## src/rtl/alu_arbiter_pkg.sv

```systemverilog
// Shared types for the ALU issue arbiter: functional-unit operand/result records,
// default requester count and the result-buffer occupancy states.
package alu_arbiter_pkg;

    localparam int XLEN         = 32;
    localparam int ID_W         = 4;
    localparam int PRD_W        = 6;
    localparam int ALU_ARB_NREQ = 2;

    typedef enum logic [3:0] {
        ALU_ADD = 4'd0,
        ALU_SUB = 4'd1,
        ALU_AND = 4'd2,
        ALU_OR  = 4'd3,
        ALU_XOR = 4'd4
    } alu_op_e;

    typedef struct packed {
        alu_op_e              op;
        logic [XLEN-1:0]      rs1;
        logic [XLEN-1:0]      rs2;
        logic [ID_W-1:0]      id;
        logic [PRD_W-1:0]     prd;
        logic [XLEN-1:0]      pc;
    } fu_input_t;

    typedef struct packed {
        logic [XLEN-1:0]      pc;
        logic [ID_W-1:0]      id;
        logic [PRD_W-1:0]     prd;
        logic [XLEN-1:0]      rdval;
    } fu_output_t;

    typedef enum logic [1:0] {
        OCC_EMPTY = 2'd0,
        OCC_ONE   = 2'd1,
        OCC_FULL  = 2'd2
    } occ_state_e;

endpackage

```

## src/rtl/alu_arbiter_rr_arbiter.sv

```systemverilog
// Round-robin arbiter: one-hot grant searching upward from rr_ptr with wrap;
// rr_ptr moves past the winner on every grant.
module alu_arbiter_rr_arbiter #(
    parameter int NREQ = 2
) (
    input  logic            clk,
    input  logic            rst,
    input  logic [NREQ-1:0] req,
    input  logic            en,
    output logic [NREQ-1:0] gnt
);

    localparam int PTR_W = (NREQ > 1) ? $clog2(NREQ) : 1;

    logic [PTR_W-1:0] rr_ptr_q;
    logic [PTR_W-1:0] gnt_idx;
    logic [PTR_W-1:0] idx;
    logic             found;

    always_comb begin
        gnt     = '0;
        gnt_idx = rr_ptr_q;
        idx     = '0;
        found   = 1'b0;
        for (int k = 0; k < NREQ; k++) begin
            idx = PTR_W'((int'(rr_ptr_q) + k) % NREQ);
            if (en && !found && req[idx]) begin
                gnt[idx] = 1'b1;
                gnt_idx  = idx;
                found    = 1'b1;
            end
        end
    end

    always_ff @(posedge clk) begin
        if (rst) begin
            rr_ptr_q <= '0;
        end else if (found) begin
            rr_ptr_q <= (int'(gnt_idx) == NREQ - 1) ? '0 : gnt_idx + 1'b1;
        end
    end

endmodule

```

## src/rtl/alu_arbiter.sv

```systemverilog
// Shares one combinational fu_alu among NREQ issue requesters and buffers results
// in a 2-entry FIFO toward writeback. Define ALU_ARB_PERF_EN for grant/stall counters.
module alu_arbiter
    import alu_arbiter_pkg::*;
#(
    parameter int NREQ  = ALU_ARB_NREQ,
    parameter int DEPTH = 2
) (
    input  logic                  clk,
    input  logic                  rst,
    input  logic                  flush_i,
    input  logic [NREQ-1:0]       req_valid_i,
    output logic [NREQ-1:0]       req_ready_o,
    input  fu_input_t [NREQ-1:0]  req_fuinput_i,
    output fu_input_t             alu_fuinput_o,
    input  fu_output_t            alu_fuoutput_i,
    output logic                  wb_valid_o,
    input  logic                  wb_ready_i,
    output fu_output_t            wb_fuoutput_o
`ifdef ALU_ARB_PERF_EN
    ,
    output logic [NREQ-1:0][31:0] perf_grant_cnt_o,
    output logic [31:0]           perf_stall_cnt_o
`endif
);

    localparam int PTR_W = (DEPTH > 1) ? $clog2(DEPTH) : 1;

    occ_state_e       occ_q, occ_d;
    logic [PTR_W-1:0] wr_ptr_q, rd_ptr_q;
    fu_output_t       buf_q [DEPTH];
    logic [NREQ-1:0]  gnt;
    logic             push, pop, has_room, grant_en;

    function automatic logic [PTR_W-1:0] ptr_inc(input logic [PTR_W-1:0] p);
        return (int'(p) == DEPTH - 1) ? '0 : p + 1'b1;
    endfunction

    assign pop      = wb_valid_o & wb_ready_i;
    assign grant_en = !flush_i && !rst && (has_room || pop);
    assign push     = |gnt;

    alu_arbiter_rr_arbiter #(.NREQ(NREQ)) rr_arbiter (
        .clk (clk),
        .rst (rst),
        .req (req_valid_i),
        .en  (grant_en),
        .gnt (gnt)
    );

    assign req_ready_o = gnt;

    always_comb begin
        alu_fuinput_o = '0;
        for (int i = 0; i < NREQ; i++) begin
            if (gnt[i]) alu_fuinput_o = req_fuinput_i[i];
        end
    end

    always_ff @(posedge clk) begin
        if (rst) occ_q <= OCC_EMPTY;
        else     occ_q <= occ_d;
    end

    // flush wins over any simultaneous push or pop
    always_comb begin
        occ_d = occ_q;
        if (flush_i) begin
            occ_d = OCC_EMPTY;
        end else begin
            case (occ_q)
                OCC_EMPTY: if (push) occ_d = OCC_ONE;
                OCC_ONE: begin
                    if (push && !pop)      occ_d = OCC_FULL;
                    else if (!push && pop) occ_d = OCC_EMPTY;
                end
                OCC_FULL:  if (pop && !push) occ_d = OCC_ONE;
                default:   occ_d = OCC_EMPTY;
            endcase
        end
    end

    always_comb begin
        wb_valid_o = (occ_q != OCC_EMPTY);
        has_room   = (occ_q != OCC_FULL);
    end

    always_ff @(posedge clk) begin
        if (rst || flush_i) begin
            wr_ptr_q <= '0;
            rd_ptr_q <= '0;
        end else begin
            if (push) wr_ptr_q <= ptr_inc(wr_ptr_q);
            if (pop)  rd_ptr_q <= ptr_inc(rd_ptr_q);
        end
    end

    // result storage carries no reset; occupancy alone qualifies it
    always_ff @(posedge clk) begin
        if (push) buf_q[wr_ptr_q] <= alu_fuoutput_i;
    end

    assign wb_fuoutput_o = buf_q[rd_ptr_q];

`ifdef ALU_ARB_PERF_EN
    function automatic logic [31:0] sat_inc(input logic [31:0] v);
        return (&v) ? v : v + 32'd1;
    endfunction

    always_ff @(posedge clk) begin
        if (rst) begin
            perf_grant_cnt_o <= '0;
            perf_stall_cnt_o <= '0;
        end else begin
            for (int i = 0; i < NREQ; i++) begin
                if (gnt[i]) perf_grant_cnt_o[i] <= sat_inc(perf_grant_cnt_o[i]);
            end
            if (|req_valid_i && !push) perf_stall_cnt_o <= sat_inc(perf_stall_cnt_o);
        end
    end
`else
    // no performance counters in this build
`endif

endmodule

```

## config.mk

```make
export PLATFORM = sky130hd
export DESIGN_NAME = alu_arbiter
export DESIGN_NICKNAME = d
export VERILOG_FILES = /design/src/rtl/alu_arbiter_pkg.sv /design/src/rtl/alu_arbiter_rr_arbiter.sv /design/src/rtl/alu_arbiter.sv
export SDC_FILE = /design/constraint.sdc
export NUM_CORES = 1
export LEC_CHECK = 0
export CORE_AREA = 2 2 187 189
export DETAILED_ROUTE_END_ITERATION = 8
export DIE_AREA = 0 0 189 191
export SLEW_MARGIN = 20
export SYNTH_ARGS = -nofsm -noshare
export SYNTH_HDL_FRONTEND = slang
export SYNTH_SLANG_ARGS = --single-unit
```

## constraint.sdc

```tcl
create_clock -name clk -period 13 [get_ports clk]
set_clock_uncertainty 0.05 [all_clocks]
set_input_delay 3.25 -clock clk [delete_from_list [all_inputs] [get_ports clk]]
set_output_delay 3.25 -clock clk [all_outputs]
set_load 0.05 [all_outputs]
```

# ---- After elaboration in Yosys (flattened, before gate mapping)
# Memory sizes are Yosys's and may differ from the RTL's. A register that Yosys moved wholly into a read port is not among the register bits.
# Cells that the tools add are included.
dict set report totals {
  out_inout_bits 187
  ff_bits 5
  n_memories 1
  ramBits 148
}
dict set report classes {
  mux 27
  bitwise 2
  eq_ne 6
  magnitude_cmp 4
  n_addsub 4
  reduce_logical 21
}
# memory depth word_bits rd rd_clocked_by_memory_dff wr line_no
set memory_table {}
lappend memory_table {buf_q 2 74 1 1 1 alu_arbiter.sv:31} ;# fu_output_t buf_q [DEPTH];
# cell n
set ops {}
lappend ops {{110-bit two-way mux} 2}
lappend ops {{1-bit two-way mux} 16}
lappend ops {{2-bit two-way mux} 6}
lappend ops {{1-bit logical AND} 9}
lappend ops {{2-bit != test, second input constant} 3}
lappend ops {{2-bit one-hot mux with 3 select lines} 1}
lappend ops {{1-bit logical NOT} 5}
lappend ops {{1-bit adder, second input constant} 4}
lappend ops {{1-bit by 2-bit < comparator with 1-bit output, second input constant} 2}
lappend ops {{2-bit OR reduction} 2}
lappend ops {{3-bit != test, second input constant} 1}
lappend ops {{3-bit AND reduction} 1}
lappend ops {{1-bit demux with 1-bit select} 2}
lappend ops {{2-bit by 1-bit == test with 1-bit output, second input constant} 1}
lappend ops {{2-bit == test, second input constant} 1}
lappend ops {{1-bit >= comparator, second input constant} 2}
lappend ops {{2-bit logical NOT} 1}
lappend ops {{1-bit logical OR} 2}
lappend ops {{2-bit OR} 1}
lappend ops {{2-bit nonzero test} 1}
lappend ops {{1-bit bitwise AND} 1}

# ---- Logic depth before layout (Yosys ltp)
# Gate-level depths: netlist of the first run.
dict set report logic_depth {
  word_depth 16
  ltp_mapped 6
}

# ---- Cells and area by module
# A second synthesis of the first run with hierarchy kept.
dict set report unflattened {
  cells_unflattened 404
  area_unflattened_um2 6762.7
}
# mod seq_area_each_um2 area_each_um2 instances cells_per_inst
set modules_own_cells {}
lappend modules_own_cells {alu_arbiter 4544.4 6707.7 1 396}
lappend modules_own_cells {alu_arbiter_rr_arbiter 20.0 55.1 1 8}

# ---- Worst setup path after synthesis of the first run
# OpenSTA, ideal clock, no wires.
dict set report synth_timing {
  path_kind {in2out}
  start {input port req_valid_i[1]}
  end {output port alu_fuinput_o[40] (netlist name)}
  arrival_time_ns 4.699
  path_stages 5
  n_path_buf 3
  setup_slack_ns 5.001
  cell_sequence {buf_2 clkbuf_1 clkbuf_1 a32oi_1 nor2_1}
}
# element line_no
set synth_rtl {}
lappend synth_rtl {{start, declared} alu_arbiter.sv:12} ;# input logic [NREQ-1:0] req_valid_i,
lappend synth_rtl {{end, declared} alu_arbiter.sv:15} ;# output fu_input_t alu_fuinput_o,

==> impl_metrics.env, run 1 <==
export IMPL_yosysTopAreaCellShare_pct=60.9
export IMPL_synthTopCellsByArea="edfxtp_1, a32oi_1, mux2_2"
export IMPL_port_buffer_count=486
export IMPL_crit_slowest_cell="clkdlybuf4s50_1"
export IMPL_grt_pass1_vias=6914
export IMPL_crit_chain="clkdlybuf4s50_1, a21boi_4, buf_4, buf_4, a32oi_1, nor2_1, clkdlybuf4s50_1"
export IMPL_antenna_found_initial=7
export IMPL_final_core_util_pct=38.5
export IMPL_nets=1295
export IMPL_ys_ff_latch=154
export IMPL_ff2ff_setup_slack_ns=10.40
export IMPL_ir_drop_mv=0.0895
export IMPL_wl_per_cell_um=22.5
export IMPL_ys_types=29
export IMPL_cts_hold_fix_buffers=0
export IMPL_die_w_um=189
export IMPL_slew_headroom_pct=29.3
export IMPL_synthCells=539
export IMPL_rr_worst_depth=4
export IMPL_powerDensity_nw_per_um2=108
export IMPL_fin_crit_ns=9.72
export IMPL_dr_pass1_iters=4
export IMPL_crit_family="buffers and inverters"
export IMPL_die_h_um=191
export IMPL_cts_root_buf="clkbuf_16"
export IMPL_fp_row_count=68
export IMPL_hold_depth=2
export IMPL_post_cts_setup_buffer_count=0
export IMPL_clkLatencyLatePin_ns=0.42
export IMPL_cts_tree="built"
export IMPL_yosysTopAreaCell="edfxtp_1"
export IMPL_synth_ff_type="edfxtp_1"
export IMPL_cts_buffer_depth=2
export IMPL_max_freq_mhz=103
export IMPL_design_area_um2=13100
export IMPL_worstHoldStart="rd_ptr_q"
export IMPL_grt_pass1_wl_mm=45.8
export IMPL_r2r_end="buf_q[0][61]"
export IMPL_timing_rr_start="occ_q[1]"
export IMPL_ant_nets=0
export IMPL_fin_crit_sh_pct=74.8
export IMPL_boundaryPins=487
export IMPL_ys_async_sr_fraction_pct=0
export IMPL_fin_hold_ws_ns=0.463
export IMPL_place_congestion=0.922
export IMPL_worstHoldPathType="register to register"
export IMPL_drive_gt1_share_pct=11.8
export IMPL_yosysMostFrequentCell="edfxtp_1"
export IMPL_crit_buf_inv=4
export IMPL_grt_usage_pct=17.5
export IMPL_initial_utilization_pct=21.4
export IMPL_crit_type="input pin to output pin"
export IMPL_vias=6793
export IMPL_drt_total_wl_mm=33.0
export IMPL_cts_buffers=17
export IMPL_rsz0062_at_grt="false"
export IMPL_maxCapViolations=0
export IMPL_startpoint="req_valid_i[0]"
export IMPL_final_setup_tns_ns=0
export IMPL_synth_edf_count=148
export IMPL_seq_area_frac_synth_pct=62.6
export IMPL_worstSetupEndpointType="output pin"
export IMPL_via_per_inst=4.62
export IMPL_critPathArrivalTime_ns=6.42
export IMPL_htreeDepth=4
export IMPL_worstMarginPinSlew_ns=1.06
export IMPL_hold_path_end="rd_ptr_q"
export IMPL_synth_common_cells="edfxtp_1, nor2_1, a32oi_1, mux2_2"
export IMPL_total_power_w=0.00142
export IMPL_dp_hpwl_mm=25.2
export IMPL_core_area_um2=34100
export IMPL_mappedNetlistNets=839
export IMPL_slew_viol_final=0
export IMPL_status="complete, no violations"
export IMPL_worstPathRequired_ns=9.70
export IMPL_cts_sinks=154
export IMPL_hold_viol_final=0
export IMPL_syn2layout_area_growth_pct=80.1
export IMPL_drc=0
export IMPL_first_iter_violations=356
export IMPL_syn_area_um2=7290
export IMPL_critPathMaxFanout=73
export IMPL_dieArea_um2=36100
export IMPL_grt_overflow_total=0
export IMPL_avgSynthCellArea_um2=13.5
export IMPL_setup_viol=0
export IMPL_start_kind="input pin"
export IMPL_grt_start_max_net_pins=101
export IMPL_p_leak_nw=4.26
export IMPL_clk_pin_slew_ns=0.06
export IMPL_max_stage_delay_ns=0.89
export IMPL_cts_resized=0
export IMPL_synth_warning_count=0
export IMPL_place_area_um2=12500
report_power, final:
group	total (W)	internal (W)	switching, W	leakage, nW
logic	0.000347	0.000153	0.000193	2.56
registers	0.000566	0.000561	0.00000456	1.40
clock network	0.000509	0.000319	0.000190	0.292
total	0.00142	0.00103	0.000388	4.26
logic make-up (layout without fill, tap and decap cells):
logic type / count (synthesis) / after routing / share of synthesized area (%)
other: 0 / 6 / 0
DFF: 154 / 154 / 62.6
and+or+nand+nor: 131 / 131 / 7.22
AOI/OAI and AO/OA: 117 / 117 / 13.9
xor gates and xnor gates: 1 / 1 / 0.120
muxes: 77 / 77 / 11.9
buffers and inverters: 59 / 528 / 4.36
layout make-up:
class                      instances  area [um^2]
antenna                            6         15.0
tap                              455          569
timing repair buffer             494         4920
inverter                           2         7.51
multi-input combinational        326         2450
sequential                       154         4570
clock buffer                      19          433
clock inverter                    13          174
fill                            3315        21000
cell usage in the layout, fill, tap and decap left out, drive strengths merged, types with 2 or more instances in the layout:
cell           Yosys  final
bufinv             0      4
nand2b             2      2
edfxtp           148    148
or2                2      2
clkbuf            23     19
buf               34      9
clkdlybuf4s50      0    485
diode              0      6
nand2              4      4
o21ai              2      2
mux2              75     75
a32oi            110    110
clkinv             0      6
nor2             117    117
inv                2      4
dfxtp              6      6
mux2i              2      2
registers in the layout, indices dropped and copies added, names as in the netlist, named ones only:
register and flops:
buf_q 148, occ_q 2, rd_ptr_q 1, rr_arbiter.rr_ptr_q 1
wr_ptr_q 1
worst register-to-register path, cell delays in order (launching register included):
cell and delay (ns):
dfxtp_1 0.36, or3b_4 0.29, nand3b_1 0.22, nor2_4 0.47, buf_4 0.75
stage by stage:
stage	std cells	setup slack, ns
3_3_place_gp	1431	3.36
3_5_place_dp	1431	3.32
4_1_cts	1463	3.30
6_report	1469	3.28
2_1_floorplan	539	5.00
5_1_grt	1469	3.13
worst max path at each step:
stage | endpoint | cells past startpoint
after floorplan | alu_fuinput_o[40] | 5
after global placement | alu_fuinput_o[80] | 7
after detailed placement | alu_fuinput_o[80] | 7
after CTS | alu_fuinput_o[80] | 7
after global routing | alu_fuinput_o[80] | 7
final | alu_fuinput_o[80] | 7
layer usage:
metal	track usage (%)	vias to the layer above	wire (um)
met3	8.02	39	3660
met2	28.7	348	16200
li1	-	3074	-
met5	0	-	0
met1	19.7	3332	12400
met4	6.97	0	755
Note: power is estimated with default switching activity, not from simulation.
==> inputs of run 2 (changes only) <==
CORE_AREA = 2 2 189 191   (was 2 2 187 189)
DIE_AREA = 0 0 191 193   (was 0 0 189 191)
clock period = 9.7 ns   (was 13 ns; I/O delays follow)
==> run 2 against run 1 <==
- setup slack got worse by 1.5 ns
- sequential power increased by 34%
- register-to-register slack got worse by 3.5 ns
- die area increased by 2.1%
- final cell count increased by 0.27%
- global-route usage decreased by 1.1 points
- clock power increased by 29%
- clock-buffer cell count unchanged
- critical path depth decreased by 1
- sequential share of layout area about the same
- combinational power increased by 33%
- largest cell class unchanged
==> impl_metrics.env, run 2 (synthesized netlist as in run 1, its figures left out) <==
export IMPL_worstMarginPinSlew_ns=1.10
export IMPL_place_area_um2=12500
export IMPL_cts_resized=0
export IMPL_worstPathRequired_ns=7.23
export IMPL_crit_type="input pin to output pin"
export IMPL_r2r_end="buf_q[0][55]"
export IMPL_cts_hold_fix_buffers=0
export IMPL_dp_cells=1435
export IMPL_status="complete, no violations"
export IMPL_grt_overflow_total=0
export IMPL_switching_share_pct=27.7
export IMPL_rr_worst_depth=4
export IMPL_top_regs="buf_q (148), occ_q (2)"
export IMPL_grt_pass1_wl_mm=43.5
export IMPL_slew_viol_final=0
export IMPL_drive_gt1_share_pct=11.7
export IMPL_crit_end="alu_fuinput_o[92]"
export IMPL_slew_headroom_pct=26.9
export IMPL_setup_viol=0
export IMPL_final_setup_tns_ns=0
export IMPL_port_buffer_count=486
export IMPL_powerDensity_nw_per_um2=143
export IMPL_cts_buffer_depth=2
export IMPL_fin_crit_sh_pct=81.4
export IMPL_nets=1293
export IMPL_max_stage_delay_ns=0.80
export IMPL_max_freq_mhz=127
export IMPL_ff2ff_setup_slack_ns=6.86
export IMPL_post_cts_setup_buffer_count=0
export IMPL_ant_nets=0
export IMPL_layout_common_cells="clkdlybuf4s50_1, edfxtp_1, nor2_1"
export IMPL_vias=6608
export IMPL_dp_hpwl_mm=24.2
export IMPL_worstSetupPathDepth=6
export IMPL_cts_buffers=17
export IMPL_crit_buf_inv=3
export IMPL_comb_power_share_pct=24.5
export IMPL_cts_sinks=154
export IMPL_core_area_um2=35000
export IMPL_dr_pass1_iters=5
export IMPL_hold_viol_final=0
export IMPL_initial_utilization_pct=20.9
export IMPL_design_area_um2=13100
export IMPL_drc=0
export IMPL_crit_family="buffers and inverters"
export IMPL_place_congestion=0.836
export IMPL_startpoint="wb_ready_i"
export IMPL_die_w_um=191
export IMPL_finalNonFillerCells=1473
export IMPL_grt_start_max_net_pins=100
export IMPL_total_power_w=0.00188
export IMPL_first_iter_violations=311
export IMPL_drt_total_wl_mm=31.9
export IMPL_ir_drop_mv=0.115
export IMPL_p_int_w=0.00136
export IMPL_net_switching_power_w=0.000522
export IMPL_timing_rr_start="occ_q[1]"
export IMPL_grt_usage_pct=16.3
export IMPL_p_leak_nw=4.24
export IMPL_crit_slowest_cell="clkdlybuf4s50_1"
export IMPL_antenna_found_initial=7
export IMPL_via_per_inst=4.49
export IMPL_fin_crit_ns=7.90
export IMPL_fin_hold_ws_ns=0.453
export IMPL_clk_pin_slew_ns=0.06
export IMPL_largest_register_ffs=148
export IMPL_cts_tree="built"
export IMPL_worstHoldPathType="register to register"
export IMPL_grt_pass1_vias=6636
export IMPL_met3_length_mm=2.99
export IMPL_critPathArrivalTime_ns=5.42
export IMPL_worstSetupEndpointType="output pin"
export IMPL_htreeDepth=4
export IMPL_dr_max_layer_used="met5"
export IMPL_drt_met1_wl_mm=12.0
export IMPL_start_kind="input pin"
export IMPL_p_clk_share_pct=35.0
export IMPL_clkLatencyLatePin_ns=0.42
export IMPL_syn2layout_area_growth_pct=80.1
export IMPL_regMostFlops="buf_q"
export IMPL_critPathMaxFanout=60
export IMPL_crit_chain="clkdlybuf4s50_1, or3b_4, nand2_4, buf_4, nor2_1, clkdlybuf4s50_1"
export IMPL_seq_power_share_pct=40.4
export IMPL_wl_per_cell_um=21.7
export IMPL_rsz0062_at_grt="false"
export IMPL_fp_row_count=69
export IMPL_wl_met2_mm=16.1
export IMPL_boundaryPins=487
export IMPL_final_common_cell="clkdlybuf4s50_1"
export IMPL_die_h_um=193
export IMPL_dieArea_um2=36900
export IMPL_maxCapViolations=0
export IMPL_cts_root_buf="clkbuf_16"
export IMPL_crit_top_cell="clkdlybuf4s50_1"
export IMPL_worstHoldStart="rd_ptr_q"
==> run 2: changes by cell type in the layout (fill, tap and decap cells not counted) <==
cell / delta
clkinv_1: -2
buf_12: +2
clkinvlp_4: +1
bufinv_16: -1
diode_2: +1
buf_4: -4
clkinv_2: +1
clkinv_4: +1
inv_6: -1
==> run 2: metrics by stage <==
stage / utilization, % / setup slack [ns]
after floorplan: - / 3.16
after global placement: 35.9 / 1.88
after detailed placement: 35.9 / 1.85
after CTS: 37.5 / 1.84
after global routing: 37.6 / 1.64
final: 37.6 / 1.80
==> run 2: worst register-to-register path: stages, from the launching register on <==
cell and delay [ns]:
dfxtp_1 0.37, or3b_4 0.29, nand3b_1 0.25, nor2_4 0.79, buf_4 0.69
==> run 2: area by class of cell <==
cell class | count | area (um^2)
clock inverter | 12 | 149
tap | 461 | 577
antenna | 7 | 17.5
timing repair buffer | 492 | 4930
inverter | 2 | 7.51
clock buffer | 19 | 433
sequential | 154 | 4570
fill | 3485 | 21800
multi-input combinational | 326 | 2450
==> run 2: power by group through the flow <==
stage	sequential, W	combinational (W)	clock (W)
after global routing	0.000763	0.000484	0.000710
after CTS	0.000761	0.000465	0.000682
final	0.000761	0.000461	0.000659
after floorplan	0.000772	0.000234	0
after detailed placement	0.000775	0.000462	0
after global placement	0.000774	0.000462	0
==> run 2: worst min path at each step <==
stage                          end  slack (ns)  depth (start not counted)
after global routing      register        0.51                          2
final                     register        0.45                          2
after global placement    rd_ptr_q        0.44                          2
after CTS                 register        0.46                          2
after floorplan           wr_ptr_q        0.40                          1
after detailed placement  register        0.44                          2
==> run 2: routing by layer <==
| metal | GRT usage [%] | vias to the layer above |
|---|---|---|
| met3 | 6.88 | 41 |
| met4 | 7.04 | 2 |
| met5 | 0 | - |
| met1 | 18.1 | 3166 |
| li1 | - | 3071 |
| met2 | 27.6 | 328 |
==> inputs of run 3 (changes only) <==
clock period = 7.35 ns   (was 9.7 ns; I/O delays follow)
==> run 3 against run 2 <==
- die area did not move
- critical path depth did not move
- final cell count rose by 0.81%
- largest cell class unchanged
- highest routed layer unchanged
==> impl_metrics.env, run 3 (synthesized netlist as in run 1, its figures left out) <==
export IMPL_status="complete, no violations"
export IMPL_final_setup_tns_ns=0
export IMPL_nets=1300
export IMPL_comb_power_share_pct=25.0
export IMPL_initial_utilization_pct=20.9
export IMPL_cts_buffers=17
export IMPL_dp_hpwl_mm=25.1
export IMPL_largest_register_ffs=148
export IMPL_cts_hold_fix_buffers=0
export IMPL_grt_pass1_wl_mm=44.4
export IMPL_use_met1_pct=17.9
export IMPL_critPathArrivalTime_ns=4.76
export IMPL_worstMarginPinSlew_ns=0.896
export IMPL_drc=0
export IMPL_dr_pass1_iters=4
export IMPL_critPathMaxFanout=78
export IMPL_antenna_found_initial=14
export IMPL_hold_viol_final=0
export IMPL_place_area_um2=12600
export IMPL_grt_busiest_layer="met2"
export IMPL_layout_common_cells="clkdlybuf4s50_1, edfxtp_1, nor2_1"
export IMPL_worstHoldPathType="register to register"
export IMPL_rsz0062_at_grt="false"
export IMPL_grt_overflow_total=0
export IMPL_clk_pin_slew_ns=0.06
export IMPL_fin_crit_ns=6.64
export IMPL_via_per_inst=4.51
export IMPL_design_area_um2=13200
export IMPL_cts_sinks=154
export IMPL_cts_resized=0
export IMPL_cts_root_buf="clkbuf_16"
export IMPL_regMostFlops="buf_q"
export IMPL_powerDensity_nw_per_um2=186
export IMPL_fp_row_count=69
export IMPL_core_area_um2=35000
export IMPL_place_congestion=0.898
export IMPL_grt_usage_pct=16.7
export IMPL_syn2layout_area_growth_pct=80.7
export IMPL_slew_viol_final=0
export IMPL_ir_drop_mv=0.127
export IMPL_clkLatencyLatePin_ns=0.42
export IMPL_wl_per_cell_um=22.1
export IMPL_switching_share_pct=27.9
export IMPL_grt_start_max_net_pins=113
export IMPL_net_switching_power_w=0.000682
export IMPL_p_int_w=0.00176
export IMPL_first_iter_violations=303
export IMPL_ant_nets=0
export IMPL_setup_viol=0
export IMPL_die_w_um=191
export IMPL_cts_buffer_depth=2
export IMPL_fin_crit_sh_pct=90.4
export IMPL_start_kind="input pin"
export IMPL_seq_power_share_pct=40.9
export IMPL_post_cts_setup_buffer_count=0
export IMPL_drt_total_wl_mm=32.8
export IMPL_drive_gt1_share_pct=12.2
export IMPL_die_h_um=193
export IMPL_htreeDepth=4
export IMPL_final_common_cell="clkdlybuf4s50_1"
export IMPL_top_regs="buf_q (148), occ_q (2)"
export IMPL_port_buffer_count=486
export IMPL_worstSetupEndpointType="output pin"
export IMPL_maxCapViolations=0
export IMPL_worstPathRequired_ns=5.46
export IMPL_use_met3_pct=7.49
export IMPL_vias=6699
export IMPL_cts_tree="built"
export IMPL_slew_headroom_pct=40.3
export IMPL_grt_pass1_vias=6710
export IMPL_met2_usage_pct=28.7
export IMPL_boundaryPins=487
export IMPL_p_clk_share_pct=34.1
export IMPL_p_leak_nw=4.27
export IMPL_dieArea_um2=36900
export IMPL_max_freq_mhz=151
export IMPL_crit_type="input pin to output pin"
-- run 3: routing by layer --
layer  up-vias  routed length, um
met4         2                666
met2       305              17000
li1       3090                  -
met5         -                 13
met3        36               3350
met1      3266              11800
-- run 3: critical path, cell delays in order --
cell	delay, ns
clkdlybuf4s50_1	0.49
nand2b_4	0.66
buf_4	0.39
a32oi_1	0.17
nor2_1	0.26
clkdlybuf4s50_1	0.85
-- run 3: worst paths after layout --
| kind | startpoint | to | slack [ns] | cells past startpoint |
|---|---|---|---|---|
| setup / recovery | req_valid_i[0] | alu_fuinput_o[81] | 0.71 | 6 |
| hold / removal | wr_ptr_q | wr_ptr_q | 0.46 | 1 |
| setup reg to reg | occ_q[1] | buf_q[1][43] | 5.05 | 4 |
| hold reg to reg | wr_ptr_q | wr_ptr_q | 0.46 | 1 |
-- run 3: layout make-up --
type	count	area, um^2
clock buffers	20	437
well taps	461	577
inverters	2	7.51
flip-flops and latches	154	4570
repair buffers	499	4980
fillers	3453	21800
diodes	11	27.5
clock inverters	12	125
multi-input cells	326	2450
-- run 3: stage by stage --
stage                     worst slack, ns  hold slack, ns  instances  total power (W)  util [%]
after global placement              0.741           0.437       1442          0.00163      36.0
after floorplan                      1.40           0.400        539          0.00133         -
after CTS                           0.718           0.463       1474          0.00248      37.6
final                               0.707           0.456       1485          0.00245      37.7
after detailed placement            0.735           0.449       1442          0.00163      36.0
after global routing                0.589           0.498       1483          0.00254      37.7
-- run 3: power groups by stage --
| stage | Sequential (W) | Combinational, W | Clock (W) |
|---|---|---|---|
| after CTS | 0.00100 | 0.000616 | 0.000858 |
| final | 0.00100 | 0.000612 | 0.000833 |
| after floorplan | 0.00102 | 0.000309 | 0 |
| after detailed placement | 0.00102 | 0.000612 | 0 |
| after global routing | 0.00100 | 0.000643 | 0.000896 |
| after global placement | 0.00102 | 0.000613 | 0 |
